$ cat config.mk
export PLATFORM = sky130hd
export DESIGN_NAME = knight_anim_seq
export DESIGN_NICKNAME = d
export VERILOG_FILES = /design/src/rtl/knight_anim_seq.sv
export SDC_FILE = /design/constraint.sdc
export NUM_CORES = 1
export LEC_CHECK = 0
export BUFFER_PORTS_ARGS = -buffer_cell sky130_fd_sc_hd__buf_4
export CORE_ASPECT_RATIO = 0.7
export CORE_MARGIN = 8
export CORE_UTILIZATION = 51
export CTS_BUF_LIST = sky130_fd_sc_hd__clkbuf_8
export DETAILED_ROUTE_END_ITERATION = 10
export GPL_ROUTABILITY_DRIVEN = 0
export PLACE_DENSITY = 0.82
export SLEW_MARGIN = 10
export SYNTH_ARGS = -nofsm -noshare
export SYNTH_HDL_FRONTEND = slang
export SYNTH_SLANG_ARGS = --single-unit
$ cat constraint.sdc
create_clock -name frame_clk -period 3.9 [get_ports frame_clk]
set_input_delay 0.39 -clock frame_clk [delete_from_list [all_inputs] [get_ports frame_clk]]
set_output_delay 0.39 -clock frame_clk [all_outputs]
set_load 0.05 [all_outputs]
$ cat src/rtl/knight_anim_seq.sv
// rtl/knight_anim_seq.sv - knight animation sequencer, attack hitbox and hurt/death flags
module knight_anim_seq #(
  parameter int HOLD_FRAMES  = 4,
  parameter int ATK_REACH    = 40,
  parameter int ATK_HALF_H   = 16,
  parameter int KNIGHT_HALF  = 15,
  parameter int HURT_FRAMES  = 32,
  parameter int ATK_COOLDOWN = 8
) (
  input  logic       frame_clk,
  input  logic       Reset,
  input  logic [3:0] Player_Status,
  input  logic       Inverse,
  input  logic [9:0] PlayerX,
  input  logic [9:0] PlayerY,
  input  logic [3:0] Player_Life,
  output logic [2:0] Anim_Set,
  output logic [2:0] Anim_Frame,
  output logic       Sprite_Mirror,
  output logic       Attack_Active,
  output logic [9:0] Hit_X_Min,
  output logic [9:0] Hit_X_Max,
  output logic [9:0] Hit_Y_Min,
  output logic [9:0] Hit_Y_Max,
  output logic       Hurt_Flash,
  output logic       Dead_Done
);

  // Counter widths; each kept at least wide enough for the logic that slices it.
  localparam int HW = (HOLD_FRAMES > 1) ? $clog2(HOLD_FRAMES) : 1;
  localparam int CW = (ATK_COOLDOWN > 0) ? $clog2(ATK_COOLDOWN + 1) : 1;
  localparam int UW = ($clog2(HURT_FRAMES + 1) > 3) ? $clog2(HURT_FRAMES + 1) : 3;

  localparam logic [HW-1:0] HOLD_LAST = HW'(HOLD_FRAMES - 1);
  localparam logic [CW-1:0] COOL_LOAD = CW'(ATK_COOLDOWN);
  localparam logic [UW-1:0] HURT_LOAD = UW'(HURT_FRAMES);

  // Animation states double as the Anim_Set encoding.
  localparam logic [2:0] ST_IDLE   = 3'd0;
  localparam logic [2:0] ST_WALK   = 3'd1;
  localparam logic [2:0] ST_JUMP   = 3'd2;
  localparam logic [2:0] ST_FALL   = 3'd3;
  localparam logic [2:0] ST_ATTACK = 3'd4;
  localparam logic [2:0] ST_DEAD   = 3'd5;

  // Hitbox geometry; intermediates are signed and wide enough for 1023+reach.
  localparam logic signed [11:0] NEAR_OFF = 12'(KNIGHT_HALF + 1);
  localparam logic signed [11:0] FAR_OFF  = 12'(KNIGHT_HALF + ATK_REACH);
  localparam logic signed [11:0] UP_OFF   = 12'(ATK_HALF_H);
  localparam logic signed [11:0] DOWN_OFF = 12'(ATK_HALF_H - 1);
  localparam logic signed [11:0] X_LAST   = 12'sd639;
  localparam logic signed [11:0] Y_LAST   = 12'sd479;

  logic [2:0]      state_q, state_d;
  logic [2:0]      frame_q, frame_d, frame_adv;
  logic [2:0]      status_eff;
  logic [HW-1:0]   hold_q, hold_d;
  logic            hold_wrap;
  logic            attack_done;
  logic [CW-1:0]   cool_q, cool_d;
  logic            load_cool;
  logic            face_q, face_d;
  logic            attack_entry;
  logic [UW-1:0]   hurt_q, hurt_d;
  logic            hurt_hit;
  logic [3:0]      prev_life;
  logic            prev_valid;
  logic signed [11:0] px, py;
  logic signed [11:0] xmin_raw, xmax_raw, ymin_raw, ymax_raw;
  logic            in_range;
  logic            mirror_d, active_d, flash_d, done_d;

  // Clamp a signed intermediate into 0..hi.
  function automatic logic [9:0] sat(input logic signed [11:0] v, input logic signed [11:0] hi);
    if (v < 12'sd0) begin
      sat = 10'd0;
    end else if (v > hi) begin
      sat = hi[9:0];
    end else begin
      sat = v[9:0];
    end
  endfunction

  assign Anim_Set   = state_q;
  assign Anim_Frame = frame_q;

  // Next-state selection in priority order: death, attack completion, attack start, follow status.
  always_comb begin
    status_eff  = (Player_Status <= 4'd5) ? Player_Status[2:0] : ST_IDLE;
    hold_wrap   = (hold_q == HOLD_LAST);
    attack_done = (state_q == ST_ATTACK) && (frame_q == 3'd4) && hold_wrap;
    state_d     = state_q;
    load_cool   = 1'b0;
    if (state_q == ST_DEAD) begin
      state_d = ST_DEAD;
    end else if (status_eff == ST_DEAD) begin
      state_d = ST_DEAD;
    end else if (state_q == ST_ATTACK) begin
      if (attack_done) begin
        state_d   = (status_eff == ST_ATTACK) ? ST_IDLE : status_eff;
        load_cool = 1'b1;
      end
    end else if (status_eff == ST_ATTACK) begin
      if (cool_q == '0) begin
        state_d = ST_ATTACK;
      end
    end else begin
      state_d = status_eff;
    end
  end

  // Frame advance on hold wrap: loop, stop on last, or one-shot depending on the set.
  always_comb begin
    frame_adv = frame_q;
    if (hold_wrap) begin
      case (state_q)
        ST_IDLE:          frame_adv = (frame_q == 3'd3) ? 3'd0 : frame_q + 3'd1;
        ST_WALK:          frame_adv = (frame_q == 3'd5) ? 3'd0 : frame_q + 3'd1;
        ST_JUMP, ST_FALL: frame_adv = (frame_q == 3'd1) ? 3'd1 : frame_q + 3'd1;
        ST_ATTACK:        frame_adv = (frame_q == 3'd4) ? 3'd4 : frame_q + 3'd1;
        ST_DEAD:          frame_adv = (frame_q == 3'd7) ? 3'd7 : frame_q + 3'd1;
        default:          frame_adv = 3'd0;
      endcase
    end
    if (state_d != state_q) begin
      frame_d = 3'd0;
      hold_d  = '0;
    end else begin
      frame_d = frame_adv;
      hold_d  = hold_wrap ? '0 : hold_q + HW'(1);
    end
  end

  // Cooldown, facing latch and mirror selection.
  always_comb begin
    if (load_cool) begin
      cool_d = COOL_LOAD;
    end else if ((state_q != ST_ATTACK) && (cool_q != '0)) begin
      cool_d = cool_q - CW'(1);
    end else begin
      cool_d = cool_q;
    end
    attack_entry = (state_d == ST_ATTACK) && (state_q != ST_ATTACK);
    face_d       = attack_entry ? Inverse : face_q;
    mirror_d     = (state_d == ST_ATTACK) ? face_d : Inverse;
  end

  // Hitbox raw bounds, reachability and validity for the coming frame.
  always_comb begin
    px = $signed({2'b00, PlayerX});
    py = $signed({2'b00, PlayerY});
    if (face_d) begin
      xmax_raw = px - NEAR_OFF;
      xmin_raw = px - FAR_OFF;
    end else begin
      xmin_raw = px + NEAR_OFF;
      xmax_raw = px + FAR_OFF;
    end
    ymin_raw = py - UP_OFF;
    ymax_raw = py + DOWN_OFF;
    in_range = (xmax_raw >= 12'sd0) && (xmin_raw <= X_LAST);
    active_d = (state_d == ST_ATTACK) && (frame_d >= 3'd1) && (frame_d <= 3'd3) && in_range;
  end

  // Hurt window reload on life loss, blink from counter bit 2, death completion.
  always_comb begin
    hurt_hit = prev_valid && (Player_Life < prev_life);
    if (hurt_hit) begin
      hurt_d = HURT_LOAD;
    end else if (hurt_q != '0) begin
      hurt_d = hurt_q - UW'(1);
    end else begin
      hurt_d = hurt_q;
    end
    flash_d = (hurt_d != '0) && hurt_d[2] && (state_d != ST_DEAD);
    done_d  = Dead_Done || ((state_q == ST_DEAD) && (frame_q == 3'd7) && hold_wrap);
  end

  // Animation state, frame index and hold counter.
  always_ff @(posedge frame_clk or posedge Reset) begin
    if (Reset) begin
      state_q <= ST_IDLE;
      frame_q <= 3'd0;
      hold_q  <= '0;
    end else begin
      state_q <= state_d;
      frame_q <= frame_d;
      hold_q  <= hold_d;
    end
  end

  // Cooldown counter and facing latched at attack entry.
  always_ff @(posedge frame_clk or posedge Reset) begin
    if (Reset) begin
      cool_q <= '0;
      face_q <= 1'b0;
    end else begin
      cool_q <= cool_d;
      face_q <= face_d;
    end
  end

  // Life tracking; the first tick after reset only seeds prev_life.
  always_ff @(posedge frame_clk or posedge Reset) begin
    if (Reset) begin
      hurt_q     <= '0;
      prev_life  <= 4'd0;
      prev_valid <= 1'b0;
    end else begin
      hurt_q     <= hurt_d;
      prev_life  <= Player_Life;
      prev_valid <= 1'b1;
    end
  end

  // Registered status flags.
  always_ff @(posedge frame_clk or posedge Reset) begin
    if (Reset) begin
      Sprite_Mirror <= 1'b0;
      Attack_Active <= 1'b0;
      Hurt_Flash    <= 1'b0;
      Dead_Done     <= 1'b0;
    end else begin
      Sprite_Mirror <= mirror_d;
      Attack_Active <= active_d;
      Hurt_Flash    <= flash_d;
      Dead_Done     <= done_d;
    end
  end

  // Hitbox bounds update only while the hitbox is valid, otherwise hold.
  always_ff @(posedge frame_clk or posedge Reset) begin
    if (Reset) begin
      Hit_X_Min <= 10'd0;
      Hit_X_Max <= 10'd0;
      Hit_Y_Min <= 10'd0;
      Hit_Y_Max <= 10'd0;
    end else if (active_d) begin
      Hit_X_Min <= sat(xmin_raw, X_LAST);
      Hit_X_Max <= sat(xmax_raw, X_LAST);
      Hit_Y_Min <= sat(ymin_raw, Y_LAST);
      Hit_Y_Max <= sat(ymax_raw, Y_LAST);
    end
  end

endmodule
* Yosys cells after proc, flatten, opt, wreduce, memory -nomap -nowiden
Cells that the tools add are included.
** Word-level totals
- Bits in registers :: 68
- Logic and storage cells :: 116
** Operators by class
- Reductions and logical operators :: 21
- Equality and inequality tests :: 17
- $add $sub $neg :: 10
- Magnitude comparators :: 14
- Multiplexer cells :: 38
** Operator list (number)
- two-way mux 10 bit :: 8
- two-way mux 3 bit :: 15
- == test 3 bit (second input constant) :: 8
- greater-than comparator 12 x 11 -> 1 bit (second input constant) :: 2
- less-than comparator 12 x 1 -> 1 bit (second input constant) :: 2
- two-way mux 12 bit :: 2
- less-than comparator 11 x 1 -> 1 bit (second input constant) :: 2
- subtractor 10 x 5 -> 11 bit (second input constant) :: 2
- case mux 3 bit (5 select lines) :: 1
- logical AND 1 bit :: 13
- >= comparator 12 x 1 -> 1 bit (second input constant) :: 1
- <= comparator 12 x 11 -> 1 bit (second input constant) :: 1
- two-way mux 6 bit :: 2
- nonzero test 6 bit :: 2
- adder 10 x 4 -> 11 bit (second input constant) :: 1
- adder 10 x 5 -> 11 bit (second input constant) :: 1
- adder 10 x 6 -> 11 bit (second input constant) :: 1
- greater-than comparator 11 x 10 -> 1 bit (second input constant) :: 1
- greater-than comparator 11 x 9 -> 1 bit (second input constant) :: 1
- subtractor 10 x 6 -> 11 bit (second input constant) :: 1
- == test 3 x 2 -> 1 bit (second input constant) :: 3
- two-way mux 4 bit :: 2
- == test 3 x 1 -> 1 bit (second input constant) :: 2
- two-way mux 1 bit :: 6
- other kinds (18) :: 20

* Longest topological paths before layout
Gate-level depths: netlist of the first run.
- Word-level depth :: 15
- Gate-level depth with buffers :: 16

* Worst setup path after synthesis of the first run
No wires, ideal clock.
- Path type :: register to register
- Start :: reg frame_q[0], in the netlist Anim_Frame[0]
- End :: reg Hit_X_Max[9]
- Buffers on the path :: 3
- Arrival :: 3.524 ns
- Data required time :: 3.775 ns
- Setup slack :: 0.251 ns
- Clock period less this slack :: 3.649 ns
- Library setup time :: 0.125 ns
- Stages on the path, launching flop included :: 16
- Path through :: dfrtp_1 -> inv_1 -> ha_1 -> nand3_1 -> a2111oi_1 -> or4_4 -> or3_1 -> buf_2 -> and4_4 -> nor3_1 -> o22ai_4 -> a21o_1 -> buf_6 -> inv_8 -> buf_12 -> mux2_4
** Between the ends
- Longest elaborated chain between the ends :: 14
- Elaborated cells between the ends (all ways) :: 38
- Those cells by class :: add/sub (1); order compare (6); eq/ne (7); mux (17); reduce/logical (7)
** Ends and longest elaborated chain
- start: declaration :: RTL line 55 : logic [2:0] frame_q, frame_d, frame_adv;
- start signal: assignment :: RTL line 187 : frame_q <= frame_d;
- == test 3 bit :: RTL line 91, 120
- logical AND 1 bit (2 in series) :: RTL line 91 : attack_done = (state_q == ST_ATTACK) && (frame_q == 3'd4) && hold_wrap;
- two-way mux 3 bit :: RTL line 99 : if (attack_done) begin
- two-way mux 3 bit :: RTL line 98 : end else if (state_q == ST_ATTACK) begin
- two-way mux 3 bit :: RTL line 96 : end else if (status_eff == ST_DEAD) begin
- two-way mux 3 bit :: RTL line 94 : if (state_q == ST_DEAD) begin
- == test 3 bit :: RTL line 143, 162
- logical AND 1 bit :: RTL line 143 : attack_entry = (state_d == ST_ATTACK) && (state_q != ST_ATTACK);
- two-way mux 1 bit :: RTL line 144 : face_d = attack_entry ? Inverse : face_q;
- two-way mux 12 bit :: RTL line 152 : if (face_d) begin
- greater-than comparator 12 x 11 -> 1 bit (tied with other cells) :: RTL line 77 : end else if (v > hi) begin
- two-way mux 10 bit or logical AND 1 bit (tied branches) :: RTL line 77, 161
- two-way mux 10 bit or logical AND 1 bit (tied branches) :: RTL line 75, 162
- end signal: assignment :: RTL line 240 : Hit_X_Max <= sat(xmax_raw, X_LAST);
- end: declaration :: RTL line 22 : output logic [9:0] Hit_X_Max,
Several ways; a longest one is shown, not always the timed one.
A chain may end at the register's enable or synchronous reset.

* Worst setup path after layout of the first run
- Start :: reg cool_q[0]
- End :: reg Hit_Y_Min[8]
** Between the ends
- Longest elaborated chain between the ends :: 13
- Elaborated cells between the ends (all ways) :: 21
- Those cells by class :: order compare (4); eq/ne (2); mux (9); reduce/logical (6)
** Ends and longest elaborated chain
- start: declaration :: RTL line 60 : logic [CW-1:0] cool_q, cool_d;
- start signal: assignment :: RTL line 198 : cool_q <= cool_d;
- zero test 4 bit (*) :: RTL line 104 : if (cool_q == '0) begin
- two-way mux 3 bit (*) :: RTL line 104
- two-way mux 3 bit (*) :: RTL line 103 : end else if (status_eff == ST_ATTACK) begin
- two-way mux 3 bit (*) :: RTL line 98
- two-way mux 3 bit (*) :: RTL line 96
- two-way mux 3 bit (*) :: RTL line 94
- == test 3 bit :: RTL line 143, 162
- logical AND 1 bit :: RTL line 143
- two-way mux 1 bit :: RTL line 144
- two-way mux 12 bit :: RTL line 152
- >= comparator 12 x 1 -> 1 bit or <= comparator 12 x 11 -> 1 bit (tied branches) :: RTL line 161 : in_range = (xmax_raw >= 12'sd0) && (xmin_raw <= X_LAST);
- logical AND 1 bit :: RTL line 161
- logical AND 1 bit (*) :: RTL line 162 : active_d = (state_d == ST_ATTACK) && (frame_d >= 3'd1) && (frame_d <= 3'd3) && in_range;
- end signal: assignment :: RTL line 241 : Hit_Y_Min <= sat(ymin_raw, Y_LAST);
- end: declaration :: RTL line 23 : output logic [9:0] Hit_Y_Min,
Mark *: on every way between the ends. The rest lies on a longest branch, timed or not.

==> results of run 1 <==
critical path: cells and delay by family, from the launching register on:
family | cells | cell delay (ps)
compound gates | 2 | 420
simple gates | 6 | 1910
fa+ha+maj | 1 | 190
flops | 1 | 410
buf+inv | 2 | 270
mux | 1 | 370
cell usage after synthesis (3+ instances only):
cell type / instances
xnor2_1: 22
nand4_1: 4
and4_1: 3
a22oi_1: 3
a21o_1: 6
dfrtp_1: 68
xor2_1: 7
o21bai_1: 3
nor3b_1: 4
inv_1: 46
and2_1: 5
mux2_2: 3
a31oi_1: 3
mux2i_1: 17
a21oi_1: 21
or3_1: 3
nand2_1: 37
buf_6: 3
nand2b_1: 8
a211oi_1: 14
a2bb2oi_1: 7
o2bb2ai_1: 6
o21ai_0: 16
nor4_1: 3
nor2b_1: 9
nand3_1: 16
nor2_1: 36
o21a_1: 4
o31ai_1: 3
clkbuf_1: 14
nor3_1: 14
nor4b_1: 4
and3_1: 4
ha_1: 24
mux2_4: 9
kinds of logic after synthesis:
kind of cell	share of synthesized area
simple gates	0.185
compound gates	0.176
other cells	0.000823
xor+xnor	0.0558
flops	0.374
mux	0.0744
fa+ha+maj	0.0659
buf+inv	0.0681
layout make-up:
| class | count | area (sq um) |
|---|---|---|
| clock buffers | 10 | 138 |
| clock inverters | 5 | 77.6 |
| fillers | 764 | 3330 |
| repair buffers | 94 | 706 |
| multi-input cells | 356 | 2550 |
| well taps | 124 | 155 |
| flip-flops and latches | 68 | 1700 |
| inverters | 47 | 190 |
state kept, by name, summed over array words and instances, names as in the netlist, 2 cells and up:
| signal | count |
|---|---|
| Hit_Y_Max | 10 |
| Anim_Frame | 3 |
| Anim_Set | 3 |
| cool_q | 4 |
| Hit_X_Min | 10 |
| Hit_X_Max | 10 |
| hurt_q | 6 |
| Hit_Y_Min | 10 |
| hold_q | 2 |
| prev_life | 4 |
routing by layer:
layer / vias up / wire length, um
met5: - / 0
met4: 0 / 162
met3: 15 / 963
met2: 154 / 5180
met1: 1928 / 5520
li1: 1907 / -
stage by stage:
step / power [mW] / worst slack (ps) / util / cells
finish: 3.50 / 219 / 0.624 / 704
detailed placement: 2.84 / 205 / 0.598 / 689
global placement: 2.80 / 302 / 0.598 / 689
global route: 3.70 / 59.9 / 0.624 / 704
CTS: 3.51 / 124 / 0.622 / 704
floorplan: 2.33 / 251 / - / 493
placed cells by master, fill, tap and decap left out, types with 10 or more instances in the layout:
cell type and instances:
inv_1 46, nand2_1 37, nand3_1 16, a21oi_1 21
ha_1 24, clkbuf_8 10, buf_4 94, o21ai_0 15
nor2_1 36, xnor2_1 22, nor3_1 14, a211oi_1 14
mux2i_1 17, dfrtp_1 68
power breakdown:
part	switching (mW)	internal (mW)
Sequential	0.150	0.909
Clock	0.280	0.372
Combinational	1.14	0.651
how the worst max path moves through the flow:
stage	start	endpoint	slack (ps)	cells past startpoint
after global placement	cool_q[0]	Hit_Y_Min[8]	300	12
after floorplan	Anim_Frame[0]	Hit_X_Max[9]	250	15
final	cool_q[0]	Hit_Y_Min[8]	220	12
after global routing	Anim_Frame[0]	Hit_Y_Max[6]	60	12
after CTS	cool_q[0]	Hit_Y_Min[8]	120	12
after detailed placement	cool_q[0]	Hit_Y_Min[8]	200	12
repair_timing:
item                                    in CTS  in global routing
endpoints found under the hold margin        0                  0
gates resized for setup                      0                  5
endpoints found under the setup margin       0                 32
hold buffers                                 0                  0
==> impl_metrics.yaml, run 1 <==
run_status:
  status: "complete, no violations"
detailed_routing:
  drtIter0Drc: 292
  routed_via_density: 5.69
  finalWirelength_mm: 11.8
  vias: 4004
  wire_per_inst_um: 16.8
  dr.pass1.iters: 5
  route.detailed.drc: 0
  drtAntennaViolNets: 0
global_route:
  grt_start_max_net_pins: 54
  grtUsageMet3: 0.0603
  grt_util_met2: 0.303
  grt_antenna_before_repair: 0
  grt_busiest_layer: "met2"
  met1_usage: 0.271
  grt_usage: 0.200
  grt_pass1_wl_mm: 19.5
  overflow: 0
  first_global_vias: 3927
sta:
  fin_hold_ws_ps: 158
  relSlewSlack: 0.376
  fin_crit_sh: 0.944
  worstMarginPinSlew_ps: 935
  clock.fmax_ghz: 0.272
  hold_viol: 0
  maxSlewViolCount: 0
  grt_setup_unrepaired: "false"
  finalCriticalPeriod_ps: 3680
  finClkSkew_ps: 7.23
  setup_violations: 0
  tns_ps: 0
die:
  fp.dieH_um: 95.1
  ios: 81
  std_cell_rows: 29
  core_area_sq_um: 8850
  initial_core_util: 0.515
  die-area_sq_um: 12300
  die_x_um: 129
clocking:
  cts_inserted_buffers: 9
  post_cts_buffers: 0
  clk_latency_ps: 350
  cts.sinks: 68
  cts_max_path_buffers: 2
  h-tree-depth: 3
  ctsRootBufferMaster: "clkbuf_8"
  cts_tree: "done"
  cts.clk_slew.worst_paths_ps: 70
yosys:
  synthesis.area_sq_um: 4560
  synth.largest_area_cell: "dfrtp_1"
  synth_top_area_share: 0.374
  synth_edf_count: 0
  synthArstFlopShare: 1.00
  synthCells: 493
  ys_seq_area_frac: 0.374
  synthTopCellsByArea: "dfrtp_1, ha_1, xnor2_1"
  synth_ff_type: "dfrtp_1"
  syn_avg_cell_area_sq_um: 9.24
  ys_ff_latch: 68
  synth_fp_nets: 548
  ys_types: 71
  yosysWarnings: 0
finish:
  final_nets: 631
  drive_gt1_frac: 0.224
  syn2layout_area_growth_pct: 21.2
  insertedDiodeCount: 0
  stdcell_area_sq_um: 5520
worst_setup_path:
  r2r-start: "cool_q[0]"
  worstPathMaxFanout: 33
  r2r_slack_ps: 220
  r2r_cells: 12
  path_class: "register to register"
  start_kind: "register"
  r2r-end: "Hit_Y_Min[8]"
  path_cells: "inv_1 > ha_1 > nor4b_1 > a2111oi_0 > or4_4 > or3_1 > and2_1 > nand4_1 > nand4_2 > a21o_1 > clkinv_8 > mux2_2"
  required_ps: 4130
  end_kind: "register"
  critPathMaxStageDelay_ps: 580
  crit_slowest_cell: "or4_4"
  crit_arrival_ps: 3910
place:
  port_buffers: 80
  hpwlAfterDp_mm: 8.79
  place_area_sq_um: 5290
hold_path:
  min_path_cells: 1
  worstHoldStart: "Player_Life[0]"
  hold_end: "prev_life[0]"
  hp-class: "primary input to register"
power:
  vdd.ir_drop.worst_mv: 0.412
  p_per_area_nw_per_um2: 634
  power_leakage_nw: 2.61
flow_run:
  maxCapViolations: 0
No activity file was read; power rests on OpenSTA's default activity.
==> run 2, diff against run 1 <==
GPL_TIMING_DRIVEN = 0   (was unset)
==> run 2 against run 1 <==
  * Clock skew is 0.63 ps higher
  * Final area is 0.82% higher
  * First-iteration DRC count is 15% lower
  * Critical path depth is 4 higher
  * Highest routed layer unchanged
==> impl_metrics.yaml, run 2 (synthesized netlist as in run 1, its figures left out) <==
detailed_routing:
  routed_via_density: 5.73
  route.detailed.drc: 0
  drtIter0Drc: 247
  vias: 4071
  drtAntennaViolNets: 0
  wire_per_inst_um: 16.7
  dr.pass1.iters: 5
  finalWirelength_mm: 11.8
die:
  die-area_sq_um: 12300
  fp.dieH_um: 95.1
  std_cell_rows: 29
  initial_core_util: 0.515
  core_area_sq_um: 8850
  die_x_um: 129
  ios: 81
worst_setup_path:
  required_ps: 4140
  r2r_cells: 16
  r2r-end: "Hit_Y_Max[6]"
  path_class: "register to register"
  start_kind: "register"
  r2r-start: "Anim_Frame[0]"
  r2r_slack_ps: 150
  crit_arrival_ps: 3990
  path_cells: "inv_1 > ha_1 > nand3_1 > a2111oi_4 > or4_4 > or3_1 > buf_2 > a21boi_2 > nand3_1 > o211a_1 > buf_4 > a21o_1 > buf_6 > inv_8 > buf_12 > mux2_4"
  end_kind: "register"
  worstPathMaxFanout: 10
  critPathMaxStageDelay_ps: 470
  crit_slowest_cell: "or4_4"
  cpMostUsedCell: "nand3_1"
finish:
  post-route-util: 0.629
  fill_cells: 741
  final_nets: 637
  syn2layout_area_growth_pct: 22.2
  insertedDiodeCount: 0
  final_common_cell: "buf_4"
  layout_common_cells: "buf_4, dfrtp_1, inv_1"
  drive_gt1_frac: 0.220
sta:
  finalCriticalPeriod_ps: 3750
  grt_setup_unrepaired: "false"
  relSlewSlack: 0.516
  finClkSkew_ps: 7.86
  maxSlewViolCount: 0
  clock.fmax_ghz: 0.266
  fin_crit_sh: 0.963
  setup_violations: 0
  worstMarginPinSlew_ps: 717
  hold_viol: 0
clocking:
  ctsRootBufferMaster: "clkbuf_8"
  h-tree-depth: 3
  cts_max_path_buffers: 2
  cts.sinks: 68
  cts.clk_slew.worst_paths_ps: 70
  cts_tree: "done"
  cts_inserted_buffers: 9
  clk_latency_ps: 360
global_route:
  grt_busiest_layer: "met2"
  grt_util_met2: 0.300
  grt_start_max_net_pins: 36
  overflow: 0
  grt_antenna_before_repair: 0
  grt_usage: 0.197
  met1_usage: 0.258
  grt_pass1_wl_mm: 19.1
  first_global_vias: 3915
  grtUsageMet3: 0.0682
power:
  p_sw_frac: 0.468
  power_mw: 3.37
  seqPwrFrac: 0.318
  p_per_area_nw_per_um2: 605
  vdd.ir_drop.worst_mv: 0.412
  combPwrFrac: 0.530
  p_sw_mw: 1.58
  p_int_mw: 1.79
  pwr-share-clk: 0.152
  power_leakage_nw: 2.58
hold_path:
  hp-class: "primary input to async pin"
flow_run:
  maxCapViolations: 0
place:
  hpwlAfterDp_mm: 8.91
  port_buffers: 76
run_status:
  status: "complete, no violations"
run 2: cell count changes in the layout (fill, tap and decap cells not counted), moves of 2 or more:
cell / change
bufinv_16: -2
buf_1: +2
buf_6: +3
clkinv_2: +2
buf_12: +2
nor3_1: -2
buf_4: -16
nor3_2: +2
clkbuf_1: +14
run 2: worst max-delay path by stage:
stage,from,end,slack [ps],depth (start not counted)
3_3_place_gp,cool_q[0],Hit_X_Max[0],-20,12
3_5_place_dp,cool_q[0],Hit_X_Max[4],-100,12
6_report,Anim_Frame[0],Hit_Y_Max[6],150,16
2_1_floorplan,Anim_Frame[0],Hit_X_Max[9],250,15
5_1_grt,cool_q[0],Hit_Y_Max[6],3,16
4_1_cts,cool_q[0],Hit_Y_Max[0],30,16
run 2: area by class of cell:
cell class | count | area [sq um] | area share
Multi-Input combinational cell | 356 | 2630 | 0.473
Sequential cell | 68 | 1700 | 0.306
Timing Repair Buffer | 78 | 598 | 0.107
Inverter | 47 | 186 | 0.0335
Tap cell | 124 | 155 | 0.0279
Clock buffer | 10 | 138 | 0.0247
Buffer | 22 | 126 | 0.0227
Clock inverter | 6 | 31.3 | 0.00562
run 2: worst max-delay path: cells and delay by family (launching register included):
family                     cells  cell delay (ps)
and+or+nand+nor                4             1180
DFF                            1              450
AOI/OAI and AO/OA              4              660
muxes                          1              300
buffers and inverters          6              780
adders and majority gates      1              240
run 2: what timing repair did:
action / 4_1_cts / 5_1_grt
hold buffers: 0 / 0
setup buffers: 0 / 1
setup endpoints to repair: 20 / 32
pin swaps: 0 / 0
resized for setup: 4 / 13
run 2: through the flow:
stage / setup TNS, ps / setup WS, ps / std cells / hold slack (ps) / cell area [sq um]
6_report: 0 / 145 / 711 / 48.2 / 5570
5_1_grt: 0 / 2.64 / 711 / 71.0 / 5570
4_1_cts: 0 / 25.8 / 710 / 47.2 / 5500
3_5_place_dp: -1180 / -96.8 / 694 / 440 / 5300
3_3_place_gp: -39.4 / -17.8 / 693 / 428 / 5280
2_1_floorplan: 0 / 251 / 493 / 415 / 4560
run 2: metal layers:
| layer | part of all wire | vias up |
|---|---|---|
| met1 | 0.45 | 1967 |
| met2 | 0.45 | 156 |
| met5 | 0 | - |
| met3 | 0.079 | 25 |
| met4 | 0.020 | 0 |
| li1 | - | 1923 |
run 2: power by group through the flow:
stage	Clock (mW)	Combinational, mW	Sequential [mW]
after floorplan	0	0.803	1.53
after global placement	0	1.70	1.06
after detailed placement	0	1.74	1.07
after CTS	0.526	1.76	1.07
after global routing	0.556	1.92	1.10
final	0.511	1.78	1.07
